### config.mk
export PLATFORM = sky130hd
export DESIGN_NAME = udp_rx_parser_100g
export DESIGN_NICKNAME = d
export VERILOG_FILES = /design/src/rtl/udp_rx_parser_100g.sv
export SDC_FILE = /design/constraint.sdc
export NUM_CORES = 2
export LEC_CHECK = 0
export BUFFER_PORTS_ARGS = -buffer_cell sky130_fd_sc_hd__buf_2
export CAP_MARGIN = 10
export CORE_AREA = 2 2 549 551
export CTS_BUF_LIST = sky130_fd_sc_hd__clkbuf_16
export DETAILED_ROUTE_END_ITERATION = 10
export DIE_AREA = 0 0 551 553
export SLEW_MARGIN = 20
export SYNTH_ARGS = -nofsm -noshare
export SYNTH_HDL_FRONTEND = slang
export SYNTH_SLANG_ARGS = --single-unit
### constraint.sdc
create_clock -name rx_axis_aclk -period 39.4 [get_ports rx_axis_aclk]
set_input_delay 5.91 -clock rx_axis_aclk [delete_from_list [all_inputs] [get_ports rx_axis_aclk]]
set_output_delay 5.91 -clock rx_axis_aclk [all_outputs]
set_load 0.1 [all_outputs]
### src/rtl/udp_rx_parser_100g.sv
// UDP/IPv4 receive parser for a 512-bit CMAC stream: filters frames addressed to
// this station, strips the 42-byte Ethernet/IPv4/UDP header and realigns the payload.
module udp_rx_parser_100g #(
  parameter int unsigned DATA_WIDTH = 512,
  parameter int unsigned KEEP_WIDTH = DATA_WIDTH / 8
) (
  input  logic                  rx_axis_aclk,
  input  logic                  rx_axis_areset,
  input  logic [DATA_WIDTH-1:0] cmac_rx_axis_tdata,
  input  logic [KEEP_WIDTH-1:0] cmac_rx_axis_tkeep,
  input  logic                  cmac_rx_axis_tvalid,
  input  logic                  cmac_rx_axis_tlast,
  output logic                  cmac_rx_axis_tready,
  input  logic [47:0]           local_mac_addr,
  input  logic [31:0]           local_ip_addr,
  output logic [DATA_WIDTH-1:0] udp_rx_axis_tdata,
  output logic [KEEP_WIDTH-1:0] udp_rx_axis_tkeep,
  output logic                  udp_rx_axis_tvalid,
  output logic                  udp_rx_axis_tlast,
  input  logic                  udp_rx_axis_tready,
  output logic [31:0]           udp_rx_src_ip,
  output logic [15:0]           udp_rx_src_port,
  output logic [15:0]           udp_rx_dst_port,
  output logic [15:0]           udp_rx_length,
  output logic [31:0]           rx_pkt_count,
  output logic [31:0]           rx_drop_count,
  output logic [31:0]           rx_trunc_count
);
  localparam int unsigned HDR_BYTES   = 42;
  localparam int unsigned CARRY_BYTES = KEEP_WIDTH - HDR_BYTES;
  localparam int unsigned SPLIT_W     = HDR_BYTES * 8;
  localparam int unsigned CARRY_W     = CARRY_BYTES * 8;

  typedef enum logic [1:0] {HDR, PASS, FLUSH, DROP} state_e;

  state_e                state_q, state_d;
  logic [DATA_WIDTH-1:0] out_data_q, out_data_d;
  logic [KEEP_WIDTH-1:0] out_keep_q, out_keep_d;
  logic                  out_valid_q, out_valid_d;
  logic                  out_last_q, out_last_d;
  logic [CARRY_W-1:0]    carry_q, carry_d;
  logic [15:0]           rem_q, rem_d;
  logic [31:0]           src_ip_q, src_ip_d;
  logic [15:0]           src_port_q, src_port_d;
  logic [15:0]           dst_port_q, dst_port_d;
  logic [15:0]           length_q, length_d;
  logic [31:0]           pkt_cnt_q, pkt_cnt_d;
  logic [31:0]           drop_cnt_q, drop_cnt_d;
  logic [31:0]           trunc_cnt_q, trunc_cnt_d;

  logic [47:0] hdr_dst_mac_c;
  logic [15:0] hdr_ethertype_c;
  logic [31:0] hdr_src_ip_c;
  logic [31:0] hdr_dst_ip_c;
  logic [15:0] hdr_src_port_c;
  logic [15:0] hdr_dst_port_c;
  logic [15:0] hdr_udp_len_c;
  logic [15:0] pay_len_c;
  logic        hdr_ok_c;
  logic        out_free_c;
  logic        in_fire_c;
  logic        unused_keep_c;

  // Header fields are big-endian: the most significant byte sits at the lowest byte index.
  assign hdr_dst_mac_c   = {cmac_rx_axis_tdata[7:0],     cmac_rx_axis_tdata[15:8],
                            cmac_rx_axis_tdata[23:16],   cmac_rx_axis_tdata[31:24],
                            cmac_rx_axis_tdata[39:32],   cmac_rx_axis_tdata[47:40]};
  assign hdr_ethertype_c = {cmac_rx_axis_tdata[103:96],  cmac_rx_axis_tdata[111:104]};
  assign hdr_src_ip_c    = {cmac_rx_axis_tdata[215:208], cmac_rx_axis_tdata[223:216],
                            cmac_rx_axis_tdata[231:224], cmac_rx_axis_tdata[239:232]};
  assign hdr_dst_ip_c    = {cmac_rx_axis_tdata[247:240], cmac_rx_axis_tdata[255:248],
                            cmac_rx_axis_tdata[263:256], cmac_rx_axis_tdata[271:264]};
  assign hdr_src_port_c  = {cmac_rx_axis_tdata[279:272], cmac_rx_axis_tdata[287:280]};
  assign hdr_dst_port_c  = {cmac_rx_axis_tdata[295:288], cmac_rx_axis_tdata[303:296]};
  assign hdr_udp_len_c   = {cmac_rx_axis_tdata[311:304], cmac_rx_axis_tdata[319:312]};
  assign pay_len_c       = hdr_udp_len_c - 16'd8;

  assign hdr_ok_c = ((hdr_dst_mac_c == local_mac_addr) || (hdr_dst_mac_c == '1)) &&
                    (hdr_ethertype_c == 16'h0800) &&
                    (cmac_rx_axis_tdata[119:112] == 8'h45) &&
                    (cmac_rx_axis_tdata[191:184] == 8'h11) &&
                    (hdr_dst_ip_c == local_ip_addr) &&
                    (hdr_udp_len_c > 16'd8) &&
                    cmac_rx_axis_tkeep[HDR_BYTES-1];

  assign unused_keep_c = ^cmac_rx_axis_tkeep[KEEP_WIDTH-1:HDR_BYTES+1];

  // Input stalls only on a full output slot or while the carry is being flushed.
  assign cmac_rx_axis_tready = !rx_axis_areset &&
                               ((state_q == DROP) ||
                                ((state_q != FLUSH) && (!out_valid_q || udp_rx_axis_tready)));
  assign out_free_c = !out_valid_q || udp_rx_axis_tready;
  assign in_fire_c  = cmac_rx_axis_tvalid && cmac_rx_axis_tready;

  function automatic logic [KEEP_WIDTH-1:0] keep_mask(input logic [15:0] n);
    if (n >= 16'(KEEP_WIDTH)) return '1;
    return (KEEP_WIDTH'(1) << n) - KEEP_WIDTH'(1);
  endfunction

  always_comb begin
    state_d     = state_q;
    out_data_d  = out_data_q;
    out_keep_d  = out_keep_q;
    out_last_d  = out_last_q;
    out_valid_d = out_free_c ? 1'b0 : out_valid_q;
    carry_d     = carry_q;
    rem_d       = rem_q;
    src_ip_d    = src_ip_q;
    src_port_d  = src_port_q;
    dst_port_d  = dst_port_q;
    length_d    = length_q;
    pkt_cnt_d   = pkt_cnt_q;
    drop_cnt_d  = drop_cnt_q;
    trunc_cnt_d = trunc_cnt_q;

    case (state_q)
      HDR: begin
        if (in_fire_c && !hdr_ok_c) begin
          drop_cnt_d = drop_cnt_q + 32'd1;
          state_d    = cmac_rx_axis_tlast ? HDR : DROP;
        end else if (in_fire_c) begin
          src_ip_d   = hdr_src_ip_c;
          src_port_d = hdr_src_port_c;
          dst_port_d = hdr_dst_port_c;
          length_d   = pay_len_c;
          pkt_cnt_d  = pkt_cnt_q + 32'd1;
          carry_d    = cmac_rx_axis_tdata[DATA_WIDTH-1:SPLIT_W];
          rem_d      = pay_len_c;
          if (pay_len_c <= 16'(CARRY_BYTES)) begin
            out_data_d  = cmac_rx_axis_tdata >> SPLIT_W;
            out_keep_d  = keep_mask(pay_len_c);
            out_last_d  = 1'b1;
            out_valid_d = 1'b1;
            state_d     = cmac_rx_axis_tlast ? HDR : DROP;
          end else if (cmac_rx_axis_tlast) begin
            trunc_cnt_d = trunc_cnt_q + 32'd1;
            state_d     = cmac_rx_axis_tkeep[HDR_BYTES] ? FLUSH : HDR;
          end else begin
            state_d = PASS;
          end
        end
      end
      PASS: begin
        if (in_fire_c) begin
          // Previous beat's tail first, then the head of this beat.
          out_data_d  = {cmac_rx_axis_tdata[SPLIT_W-1:0], carry_q};
          out_valid_d = 1'b1;
          carry_d     = cmac_rx_axis_tdata[DATA_WIDTH-1:SPLIT_W];
          if (rem_q <= 16'(KEEP_WIDTH)) begin
            out_keep_d = keep_mask(rem_q);
            out_last_d = 1'b1;
            rem_d      = '0;
            state_d    = cmac_rx_axis_tlast ? HDR : DROP;
          end else if (cmac_rx_axis_tlast && cmac_rx_axis_tkeep[HDR_BYTES]) begin
            trunc_cnt_d = trunc_cnt_q + 32'd1;
            out_keep_d  = '1;
            out_last_d  = 1'b0;
            rem_d       = rem_q - 16'(KEEP_WIDTH);
            state_d     = FLUSH;
          end else if (cmac_rx_axis_tlast) begin
            trunc_cnt_d = trunc_cnt_q + 32'd1;
            out_keep_d  = {cmac_rx_axis_tkeep[HDR_BYTES-1:0], {CARRY_BYTES{1'b1}}};
            out_last_d  = 1'b1;
            state_d     = HDR;
          end else begin
            out_keep_d = '1;
            out_last_d = 1'b0;
            rem_d      = rem_q - 16'(KEEP_WIDTH);
          end
        end
      end
      FLUSH: begin
        if (out_free_c) begin
          out_data_d  = DATA_WIDTH'(carry_q);
          out_keep_d  = keep_mask((rem_q < 16'(CARRY_BYTES)) ? rem_q : 16'(CARRY_BYTES));
          out_last_d  = 1'b1;
          out_valid_d = 1'b1;
          state_d     = HDR;
        end
      end
      DROP: begin
        if (in_fire_c && cmac_rx_axis_tlast) state_d = HDR;
      end
      default: state_d = HDR;
    endcase
  end

  always_ff @(posedge rx_axis_aclk or posedge rx_axis_areset) begin
    if (rx_axis_areset) begin
      state_q     <= HDR;
      out_data_q  <= '0;
      out_keep_q  <= '0;
      out_valid_q <= 1'b0;
      out_last_q  <= 1'b0;
      carry_q     <= '0;
      rem_q       <= '0;
      src_ip_q    <= '0;
      src_port_q  <= '0;
      dst_port_q  <= '0;
      length_q    <= '0;
      pkt_cnt_q   <= '0;
      drop_cnt_q  <= '0;
      trunc_cnt_q <= '0;
    end else begin
      state_q     <= state_d;
      out_data_q  <= out_data_d;
      out_keep_q  <= out_keep_d;
      out_valid_q <= out_valid_d;
      out_last_q  <= out_last_d;
      carry_q     <= carry_d;
      rem_q       <= rem_d;
      src_ip_q    <= src_ip_d;
      src_port_q  <= src_port_d;
      dst_port_q  <= dst_port_d;
      length_q    <= length_d;
      pkt_cnt_q   <= pkt_cnt_d;
      drop_cnt_q  <= drop_cnt_d;
      trunc_cnt_q <= trunc_cnt_d;
    end
  end

  assign udp_rx_axis_tdata  = out_data_q;
  assign udp_rx_axis_tkeep  = out_keep_q;
  assign udp_rx_axis_tvalid = out_valid_q;
  assign udp_rx_axis_tlast  = out_last_q;
  assign udp_rx_src_ip      = src_ip_q;
  assign udp_rx_src_port    = src_port_q;
  assign udp_rx_dst_port    = dst_port_q;
  assign udp_rx_length      = length_q;
  assign rx_pkt_count       = pkt_cnt_q;
  assign rx_drop_count      = drop_cnt_q;
  assign rx_trunc_count     = trunc_cnt_q;

endmodule

==> Yosys cells after proc, flatten, opt, wreduce, memory -nomap -nowiden <==
Index checks and enable logic that the tools add are counted.
{ "totals": {"ff_bits": 948, "inputBits": 661, "output_inout_bits": 755, "word_cells": 163} }
{ "op_classes": {"add_sub_neg": 8, "magnitude_cmp": 7, "eq_ne": 21, "shifts": 3, "muxes": 81, "bitwise": 1, "reduce_logical": 28} }
{ "op_table": {"columns": ["operator", "count"], "rows": [
  ["512-bit 2-to-1 mux", 5],
  ["512-bit case mux with 3 select lines", 1],
  ["64-bit 2-to-1 mux", 14],
  ["176-bit 2-to-1 mux", 2],
  ["176-bit case mux with 2 select lines", 1],
  ["32-bit 2-to-1 mux", 7],
  ["64-bit case mux with 3 select lines", 1],
  ["1-bit by 16-bit left shift with 64-bit output, first input constant", 3],
  ["64-bit by 2-bit subtractor with 64-bit output, second input constant", 3],
  ["16-bit 2-to-1 mux", 7],
  ["32-bit by 1-bit adder with 32-bit output, second input constant", 3],
  ["32-bit case mux with 2 select lines", 1],
  ["48-bit == test", 1],
  ["48-bit == test, second input constant", 1],
  ["16-bit by 7-bit greater-or-equal comparator with 1-bit output, second input constant", 3],
  ["32-bit == test", 1],
  ["16-bit case mux with 2 select lines", 1],
  ["1-bit 2-to-1 mux", 26],
  ["2-bit 2-to-1 mux", 12],
  ["16-bit by 12-bit == test with 1-bit output, second input constant", 1],
  ["16-bit by 4-bit > comparator with 1-bit output, second input constant", 1],
  ["16-bit by 5-bit <= comparator with 1-bit output, second input constant", 1],
  ["16-bit by 7-bit <= comparator with 1-bit output, second input constant", 1],
  ["16-bit by 5-bit < comparator with 1-bit output, second input constant", 1],
  ["other kinds (23)", 51]
]} }

==> Longest topological paths before layout <==
{ "logic_depth": {"ltp_word": 17, "mapped_depth": 20, "ltp_nobuf": 16} }

==> Least setup slack after synthesis <==
No wires, ideal clock.
{ "synth_timing": {"path_type": "input -> output", "startpoint": "input port rx_axis_areset", "endpoint": "output port cmac_rx_axis_tready", "arrival_ps": 8057, "required_time_ps": 33490, "setup_slack_ps": 25433, "path_stages": 1, "path_buffers": 0, "path_cell_list": "nor3_1"} }
{ "synth_between": {"elab_chain_len": 2} }
{ "synth_lines": {"columns": ["element", "line", "text"], "rows": [
  ["start, declared", "8", "input logic rx_axis_areset,"],
  ["1-bit logical NOT (no line)", null, null],
  ["1-bit logical AND", "89", "assign cmac_rx_axis_tready = !rx_axis_areset &&"],
  ["end, declared", "13", "output logic cmac_rx_axis_tready,"]
]} }
Every way passes these cells.

==> Final worst setup path <==
Ends and elaborated chain as after synthesis.

==> metrics.md <==
| Metric | Value |
|---|---|
| Status | completed |
| Cts repair resizes | 0 |
| Row Count | 201 |
| Clk slew on worst S/H paths | roughly 0.06 ns |
| Post-synth EDFFs | 0 |
| Lkg Pwr | about 0.028 µW |
| Most used cell, CP | buf_2 |
| Ys Warns | 0 |
| Post-Syn Nets | ~5400 |
| First-pass GRT wire length | roughly 370 mm |
| Nets | approximately 6700 |
| Starting Density | 0.150 |
| Synth Flop Type | dfrtp_1 |
| Clock Root Buffer | clkbuf_16 |
| Layout cells sized above 1 | 0.322 |
| CTS H-Tree Depth | 3 |
| Critical path's largest stage delay | approximately 0.6 ns |
| Synth top area cells | dfrtp_1, nand2_1, o21ai_0, mux2_2, a21oi_1 |
| Worst Path Arrival | around 7 ns |
| Mapped Cells | between 4000 and 5000 |
| DP HPWL | around 230 mm |
| Commonest non-fill, non-tap cell in the layout | buf_2 |
| Post-route setup TNS | 0 ns |
| 1st-iter DRT viols | between 3000 and 4000 |
| Tot Pwr | roughly 6600 µW |
| 1st-pass router iterations | 6 |
| Max cap viols | 0 |
| Via density | between 4 and 5 |
| DRC | 0 |
| Total clock sinks | around 950 |
| Global route overflow | 0 |
| Final Wtd Congestion | 1.01 |
| Area fraction of the dominant cell type after synthesis | 0.531 |
| Height of the die | 553 µm |
| Post-route ant nets | 0 |
| Layout area overhead | 34.8% |
| Sequential area share after synthesis | 0.531 |
| Number of port buffers | 1394 |
| Core area | between 200000 and 300000 µm² |
| Crit-path leading delay family | buffers and inverters |
| Setup Skew | roughly 0.084 ns |
| Fin. Hold Viols | 0 |
| Ports | approximately 1400 |
| DRT Wirelength | 283 mm |
| Setup bufs post-CTS | 0 |
| Leading area contributor after synthesis | dfrtp_1 |
| Wire per inst | around 28 µm |
| Yosys cell types | between 70 and 80 |
| Vias | between 40000 and 50000 |
| Die width | ~550 µm |
| Final Max Tran Viols | 0 |
| Final Cycle Share | 0.328 |
| Crit start category | input pin |
| Cell Chain, Critical Path | buf_2 -> nor3_1 -> buf_2 |
| CP Class | in2out |
| Slew @ Worst Pin | roughly 1.2 ns |
| Most frequent cells in the layout | buf_2, nand2_1, dfrtp_1 |
| Endpoints failing setup | 0 |
| Placed Area | 55900 µm² |
| Buf/Inv on CP | 2 |
| Worst Setup End Kind | output port |
| Mean Syn Cell Area | between 9 and 10 µm² |
| #FFs+latches synth | about 950 |
| Cts bufs inserted | 125 |
| Largest net degree at the start of global routing | about 220 |
| Final Instance Area | ~60000 µm² |
| Required @ worst endpoint | 33.49 ns |
| GRT Util Overall | 0.179 |
| CTS tree | done |
| Clk Latency, worst-skew pair | around 0.85 ns |
| Post-Syn Area | between 40000 and 50000 µm² |
| Slowest cell on crit path | buf_2 |
| Vias in the first global route | approximately 41000 |
| Peak supply drop | between 0.09 and 0.1 mV |
| Antenna violations before repair | 132 |
| Hold_buf cts | 0 |
| Worst-path maximum fanout | 6 |
| Asr flop ratio synth | 1.00 |
| P per Cell Area | ~110 nW/µm² |
| Final hold slack | ~0.47 ns |
| Min cycle time layout | between 10 and 15 ns |
| Hold Path Class | reg2reg |
| Relative slew slack | 0.219 |
| RSZ-0062 raised after global routing | false |
| Max Buffers Root-to-Sink | 4 |
| Die area | a little over 300000 µm² |
| Top achievable clock speed | about 77 MHz |
logic make-up (layout without fill, tap and decap cells):
family	after synthesis	in the layout	synth area share
xor gates and xnor gates	202	202	0.0396
buffers and inverters	380	1734	0.0345
DFF	948	948	0.531
adders and majority gates	14	14	0.00392
other	0	77	0
AOI/OAI and AO/OA	1181	1181	0.146
muxes	266	266	0.0667
and+or+nand+nor	1755	1755	0.178
final timing paths:
path | startpoint | endpoint | slack (ns) | cells after the start
max | rx_axis_areset | cmac_rx_axis_tready | 26.46 | 3
min in group asynchronous | rx_axis_areset | udp_rx_length[12]$_DFFE_PP0P_ | 5.15 | 2
max reg2reg | state_q[1]$_DFFE_PP0P_ | udp_rx_axis_tdata[120]$_DFFE_PP0P_ | 33.54 | 9
max in group asynchronous | rx_axis_areset | udp_rx_src_port[11]$_DFFE_PP0P_ | 31.16 | 5
min reg2reg | rx_pkt_count[31]$_DFFE_PP0P_ | rx_pkt_count[31]$_DFFE_PP0P_ | 0.47 | 1
min | rx_pkt_count[31]$_DFFE_PP0P_ | rx_pkt_count[31]$_DFFE_PP0P_ | 0.47 | 1
state kept, by name, summed over array words and instances, names as in the netlist:
register,cells
udp_rx_axis_tvalid,1
carry_q,176
rx_pkt_count,32
rem_q,16
udp_rx_src_ip,32
udp_rx_dst_port,16
udp_rx_axis_tdata,512
udp_rx_length,16
udp_rx_axis_tlast,1
state_q,2
udp_rx_src_port,16
udp_rx_axis_tkeep,64
rx_trunc_count,32
rx_drop_count,32
layout make-up:
type                    instances  area, µm²
inverters                      35        139
clock buffers                 125       3130
fillers                     33300     239000
well taps                    3958       4950
repair buffers               1469       7590
clock inverters               105        973
flip-flops and latches        948      23700
multi-input cells            3418      19500
diodes                         77        193
power by group:
group | internal (µW) | leakage, µW | switching [µW] | total (µW)
registers | 1330 | 0.0125 | 205 | 1540
clock network | 661 | 0.00206 | 505 | 1170
logic | 537 | 0.0133 | 3320 | 3860
metrics by stage:
stage,utilization,cells,setup slack (ns)
after CTS,0.201,10100,26.41
after floorplan,-,4746,6.83
after global routing,0.201,10100,26.23
final,0.202,10100,26.46
after global placement,0.187,9828,26.01
after detailed placement,0.187,9828,25.86
worst reg2reg max path, cell delays in order, from the launching register on:
cell and delay (ns):
dfrtp_1 0.47, inv_1 0.18, ha_4 0.50, a21oi_1 0.20, o21ai_4 0.79, buf_4 0.80
buf_4 0.76, buf_4 0.76, buf_4 0.90, o21ai_0 0.35
cells in the mapped netlist, types with 15 or more instances:
library cell / n
nand2_1: 1060
clkbuf_1: 264
a31oi_1: 20
buf_2: 69
nor4_1: 46
o31ai_1: 29
dfrtp_1: 948
mux2_2: 255
and4_1: 15
nor3_1: 55
o221ai_1: 19
and3_1: 29
nand3_1: 83
nor2b_1: 181
xnor2_1: 92
xor2_1: 110
nor2_1: 140
nand4_1: 51
a21oi_1: 283
o22ai_1: 15
inv_1: 31
o21ai_0: 681
routing by layer:
| layer | global-route usage | part of all wire | vias up |
|---|---|---|---|
| met1 | 0.189 | 0.35 | 20700 |
| met4 | 0.133 | 0.089 | 64 |
| met2 | 0.288 | 0.45 | 2070 |
| met5 | 0 | 0.0015 | - |
| met3 | 0.0688 | 0.10 | 600 |
| li1 | - | - | 18900 |
(Power assumes the default switching activity.)
